**src/rtl/lamp_arb_pkg.sv**
```systemverilog
// Shared types and width helpers for the lamp zone power arbiter.
package lamp_arb_pkg;

  typedef enum logic {
    ARB_IDLE   = 1'b0,
    ARB_SETTLE = 1'b1
  } arb_state_t;

  // Widths for the default four-zone build; parameterised modules use the helpers below.
  localparam int unsigned N_ZONES_DFLT = 4;
  localparam int unsigned ZONE_W       = $clog2(N_ZONES_DFLT);
  localparam int unsigned CNT_W        = $clog2(N_ZONES_DFLT + 1);

  function automatic int unsigned zone_w(input int unsigned n);
    return (n < 2) ? 1 : $clog2(n);
  endfunction

  function automatic int unsigned cnt_w(input int unsigned n);
    return $clog2(n + 1);
  endfunction

  function automatic int unsigned popcnt(input logic [31:0] v);
    int unsigned n;
    n = 0;
    for (int i = 0; i < 32; i++) begin
      n += 32'(v[i]);
    end
    return n;
  endfunction

endpackage

```
**src/rtl/zone_rr_picker.sv**
```systemverilog
// Combinational round-robin first-one finder: searches upward from rr_ptr, wrapping.
module zone_rr_picker
  import lamp_arb_pkg::*;
#(
  parameter  int unsigned N_ZONES = 4,
  localparam int unsigned ZW      = zone_w(N_ZONES)
) (
  input  logic [N_ZONES-1:0] cand,
  input  logic [ZW-1:0]      rr_ptr,
  output logic               valid,
  output logic [ZW-1:0]      index
);

  always_comb begin
    int unsigned j;
    logic [ZW-1:0] idx;
    valid = 1'b0;
    index = '0;
    for (int unsigned k = 0; k < N_ZONES; k++) begin
      j   = (32'(rr_ptr) + k) % N_ZONES;
      idx = ZW'(j);
      if (!valid && cand[idx]) begin
        valid = 1'b1;
        index = idx;
      end
    end
  end

endmodule

```
**src/rtl/lamp_zone_arbiter.sv**
```systemverilog
// Shares a lamp-power budget between zones: capacity limit, staggered turn-on,
// manual-over-automatic priority with round-robin tie breaking.
module lamp_zone_arbiter
  import lamp_arb_pkg::*;
#(
  parameter int unsigned N_ZONES   = 4,
  parameter int unsigned MAX_ON    = 2,
  parameter int unsigned STAGGER_T = 100
) (
  input  logic                         clk,
  input  logic                         rst,
  input  logic [N_ZONES-1:0]           req,
  input  logic [N_ZONES-1:0]           manual,
  output logic [N_ZONES-1:0]           grant,
  output logic [N_ZONES-1:0]           pending,
  output logic                         busy,
  output logic [$clog2(N_ZONES+1)-1:0] on_count
);

  localparam int unsigned ZW = zone_w(N_ZONES);
  localparam int unsigned CW = cnt_w(N_ZONES);
  localparam int unsigned SW = $clog2(STAGGER_T);
  // SETTLE lasts STAGGER_T-1 cycles so the next IDLE decision lands exactly STAGGER_T after the last grant edge.
  localparam logic [SW-1:0] SETTLE_LOAD = SW'(STAGGER_T - 2);

  arb_state_t        state_q, state_d;
  logic [N_ZONES-1:0] grant_d;
  logic [ZW-1:0]     rr_q, rr_d;
  logic [SW-1:0]     cnt_q, cnt_d;
  logic              busy_d;
  logic [CW-1:0]     on_count_d;

  logic [N_ZONES-1:0] release_v;
  logic [N_ZONES-1:0] man_cand, auto_cand;
  logic               man_valid, auto_valid, win_valid, cap_ok;
  logic [ZW-1:0]      man_idx, auto_idx, win_idx;

  assign pending   = req & ~grant;
  assign release_v = grant & ~req;
  assign man_cand  = pending & manual;
  assign auto_cand = pending & ~manual;

  // Slots freed by this edge's releases are usable by this edge's grant.
  assign cap_ok = (32'(on_count) - popcnt(32'(release_v))) < MAX_ON;

  zone_rr_picker #(.N_ZONES(N_ZONES)) u_pick_manual (
    .cand   (man_cand),
    .rr_ptr (rr_q),
    .valid  (man_valid),
    .index  (man_idx)
  );

  zone_rr_picker #(.N_ZONES(N_ZONES)) u_pick_auto (
    .cand   (auto_cand),
    .rr_ptr (rr_q),
    .valid  (auto_valid),
    .index  (auto_idx)
  );

  assign win_valid = man_valid | auto_valid;
  assign win_idx   = man_valid ? man_idx : auto_idx;

  always_comb begin
    state_d = state_q;
    grant_d = grant & req;
    rr_d    = rr_q;
    cnt_d   = cnt_q;
    unique case (state_q)
      ARB_IDLE: begin
        if (win_valid && cap_ok) begin
          grant_d[win_idx] = 1'b1;
          rr_d    = (win_idx == ZW'(N_ZONES - 1)) ? '0 : win_idx + ZW'(1);
          cnt_d   = SETTLE_LOAD;
          state_d = ARB_SETTLE;
        end
      end
      ARB_SETTLE: begin
        if (cnt_q == '0) begin
          state_d = ARB_IDLE;
        end else begin
          cnt_d = cnt_q - SW'(1);
        end
      end
      default: state_d = ARB_IDLE;
    endcase
    busy_d     = (state_d == ARB_SETTLE);
    on_count_d = CW'(popcnt(32'(grant_d)));
  end

  always_ff @(posedge clk or posedge rst) begin
    if (rst) begin
      state_q  <= ARB_IDLE;
      grant    <= '0;
      rr_q     <= '0;
      cnt_q    <= '0;
      busy     <= 1'b0;
      on_count <= '0;
    end else begin
      state_q  <= state_d;
      grant    <= grant_d;
      rr_q     <= rr_d;
      cnt_q    <= cnt_d;
      busy     <= busy_d;
      on_count <= on_count_d;
    end
  end

endmodule

```
**config.mk**
```make
export PLATFORM = sky130hd
export DESIGN_NAME = lamp_zone_arbiter
export DESIGN_NICKNAME = d
export VERILOG_FILES = /design/src/rtl/lamp_arb_pkg.sv /design/src/rtl/zone_rr_picker.sv /design/src/rtl/lamp_zone_arbiter.sv
export SDC_FILE = /design/constraint.sdc
export NUM_CORES = 1
export LEC_CHECK = 0
export CAP_MARGIN = 20
export CORE_MARGIN = 4
export CORE_UTILIZATION = 56
export DETAILED_ROUTE_END_ITERATION = 12
export GPL_ROUTABILITY_DRIVEN = 0
export PLACE_DENSITY = 0.9
export SLEW_MARGIN = 20
export SYNTH_ARGS = -nofsm -noshare
export SYNTH_HDL_FRONTEND = slang
export SYNTH_SLANG_ARGS = --single-unit
```
**constraint.sdc**
```tcl
create_clock -name clk -period 7.8 [get_ports clk]
set_input_delay 1.56 -clock clk [delete_from_list [all_inputs] [get_ports clk]]
set_output_delay 1.56 -clock clk [all_outputs]
set_load 0.005 [all_outputs]
```
==> reports/qor.txt <==
area share of the largest cell type after synthesis -> 32.9%
final wirelength -> 2.79 mm
Hold-fix buffers, CTS -> 0
Final ANT Viol Nets -> 0
Synth cell types -> 42
hold-critical path depth -> 1
Core Area -> 2210 um2
DR vias -> 1,059
die width -> 56.1 um
die height -> 56.1 um
clock sinks -> 17
Synth Flop Type -> dfrtp_1
Fin Clk Skew -> 6.84 ps
Leakage -> 0.678 nW
clk_lat worst skew -> 300 ps
initial core utilization -> 58.5%
Arr. time, crit path -> 6620 ps
Relative slew margins -> 43.2%
largest net degree at the start of global routing -> 18
layout cells sized above 1 -> 7.28%
ANT cells -> 0
most numerous cell in the Yosys netlist -> dfrtp_1
cell accounting for the most synthesized area -> dfrtp_1
largest cells by area after synthesis -> dfrtp_1 (33%), fa_1 (9.3%), ha_1 (8.7%)
sw frac -> 25.5%
All-Layer GR Usage -> 18.9%
sequential area share after synthesis -> 32.9%
RSZ-0062 raised after global routing -> false
Seq pwr share -> 54.2%
post-CTS setup buffer count -> 0
clock transition at the registers of the reported paths -> 100 ps
Nets -> 177
Synth Cell Area -> 1290 um2
initial antenna violation count -> 0
peak supply drop -> 101 uV
CTS buffer count -> 3
FF+latch count, synth -> 17
Max Cap Viol -> 0
Final Hold Fails -> 0
vias per inst -> 5.92
FFs w/ async S/R, synth -> 100%
Syn Inst Count -> 130
P_int -> 0.121 mW
Final Cell Area -> 1550 um2
setup violators final -> 0
number of synthesized flops with an enable pin -> 0
Startpoint Class -> input port
H-tree Lvls -> 1
DP Wirelength -> 2.26 mm
grt ovf -> 0
HP Class -> reg2reg
outcome -> finished, final reports clean
Least-Margin Pin Slew -> 851 ps
Post-synth top cells -> dfrtp_1 (17), inv_1 (16), ha_1 (9)
Placed Instance Area -> 1520 um2
net load switching power -> 0.0415 mW
Crit Path Max Fanout -> 12
depth of the worst register-to-register path -> 14
Setup crit end kind -> register
syn avg cell area -> 9.95 um2
Clock Power Share -> 29.6%
die area -> 3140 um2
period utilisation layout -> 82.5%
TritonRoute pass-1 iters -> 4
Ports -> 22
CP required -> 7990 ps
# resized after CTS -> 0
CP Class -> in2reg
Final Max Slew Viols -> 0
cell row count -> 17
Power Density -> 105 nW/um2
Routed WL per cell -> 15.6 um
Max Root-Sink Buffers -> 2
Area Overhead vs Synth -> 19.6%
achievable frequency -> 155 MHz
Root Driver -> clkbuf_4
vias in the first global route -> 1,027
min Tclk post-route -> 6430 ps
DRC viols -> 0
DRT iter0 DRCs -> 36
Ys Warns -> 0
syn_nets -> 155
number of port buffers -> 21
first-pass GRT wire length -> 4.67 mm
setup TNS -> 0 ps
Gate power share -> 16.3%
CTS tree -> done
==> worst paths after layout <==
kind / slack (ps) / end / start
hold / removal: 530 / cnt_q[0] / cnt_q[0]
setup reg to reg: 2720 / on_count[1] / grant[1]
setup / recovery: 1370 / on_count[1] / req[1]
min in group asynchronous: 1630 / cnt_q[6] / rst
hold reg to reg: 530 / cnt_q[0] / cnt_q[0]
max in group asynchronous: 5770 / cnt_q[4] / rst
==> stage by stage <==
stage / std cells / hold WS [ps] / setup WS, ps / power (mW) / util [%]
detailed placement: 175 / 517 / 1030 / 0.116 / 68.8
finish: 179 / 533 / 1370 / 0.163 / 70.0
floorplan: 130 / 493 / 2120 / 0.105 / -
global placement: 175 / 511 / 1230 / 0.115 / 68.8
global route: 179 / 571 / 1160 / 0.170 / 70.0
CTS: 179 / 531 / 1360 / 0.164 / 70.0
==> power by group through the flow <==
| stage | Clock (mW) | Sequential (mW) | Combinational, mW |
|---|---|---|---|
| floorplan | 0 | 0.0898 | 0.0150 |
| global placement | 0 | 0.0898 | 0.0254 |
| detailed placement | 0 | 0.0898 | 0.0263 |
| CTS | 0.0491 | 0.0881 | 0.0264 |
| global route | 0.0527 | 0.0881 | 0.0291 |
| finish | 0.0481 | 0.0881 | 0.0265 |
==> state kept, by name, indices dropped and copies added, names as in the netlist <==
register	count
on_count	3
rr_q	2
cnt_q	7
grant	4
state_q	1
==> final cells by class <==
class / instances / area (um2)
sequential: 17 / 425
timing repair buffer: 21 / 210
fill: 167 / 664
tap: 28 / 35.0
inverter: 16 / 60.1
clock buffer: 4 / 26.3
multi-input combinational: 93 / 791
==> layout by cell type, fill, tap and decap left out, types with 2 or more instances in the layout <==
cell / instances
a21oi_1: 5
a22o_1: 4
a31oi_1: 2
clkbuf_4: 3
clkdlybuf4s50_1: 21
dfrtp_1: 17
fa_1: 6
ha_1: 9
inv_1: 16
nand2_1: 8
nand2b_1: 3
nand3b_1: 2
nor2_1: 6
nor2b_1: 6
nor3_1: 3
nor3b_1: 2
nor4_1: 2
o21ai_0: 3
o21ai_1: 4
o21bai_1: 2
o221ai_1: 2
or3b_4: 2
xnor2_1: 3
==> worst max-delay path, stage by stage <==
cell,delay [ps]
clkdlybuf4s50_1,460
nand2b_1,190
fa_1,540
inv_1,60
fa_1,410
fa_1,500
fa_1,410
ha_1,280
nand2_1,40
a2111o_1,290
a21oi_1,670
a22o_1,300
fa_1,430
ha_1,220
ha_1,280
==> per-layer routing <==
layer / wire length (um) / global-route usage [%]
met1: 1200 / 22.9
met2: 1410 / 32.6
met3: 121 / 3.71
met4: 57 / 7.80
met5: 0 / 0
==> logic make-up (layout without fill, tap and decap cells) <==
| family | count (synthesis) | after routing | share of synthesized area (%) |
|---|---|---|---|
| adder cells (fa/ha/maj) | 15 | 15 | 18.0 |
| XOR/XNOR | 4 | 4 | 2.71 |
| buffers and inverters | 20 | 41 | 6.00 |
| multiplexers | 1 | 1 | 0.774 |
| AO/OA/AOI/OAI | 33 | 33 | 20.8 |
| flip-flops | 17 | 17 | 32.9 |
| AND/OR/NAND/NOR | 40 | 40 | 18.9 |
Power figures use the tool's default switching activity.
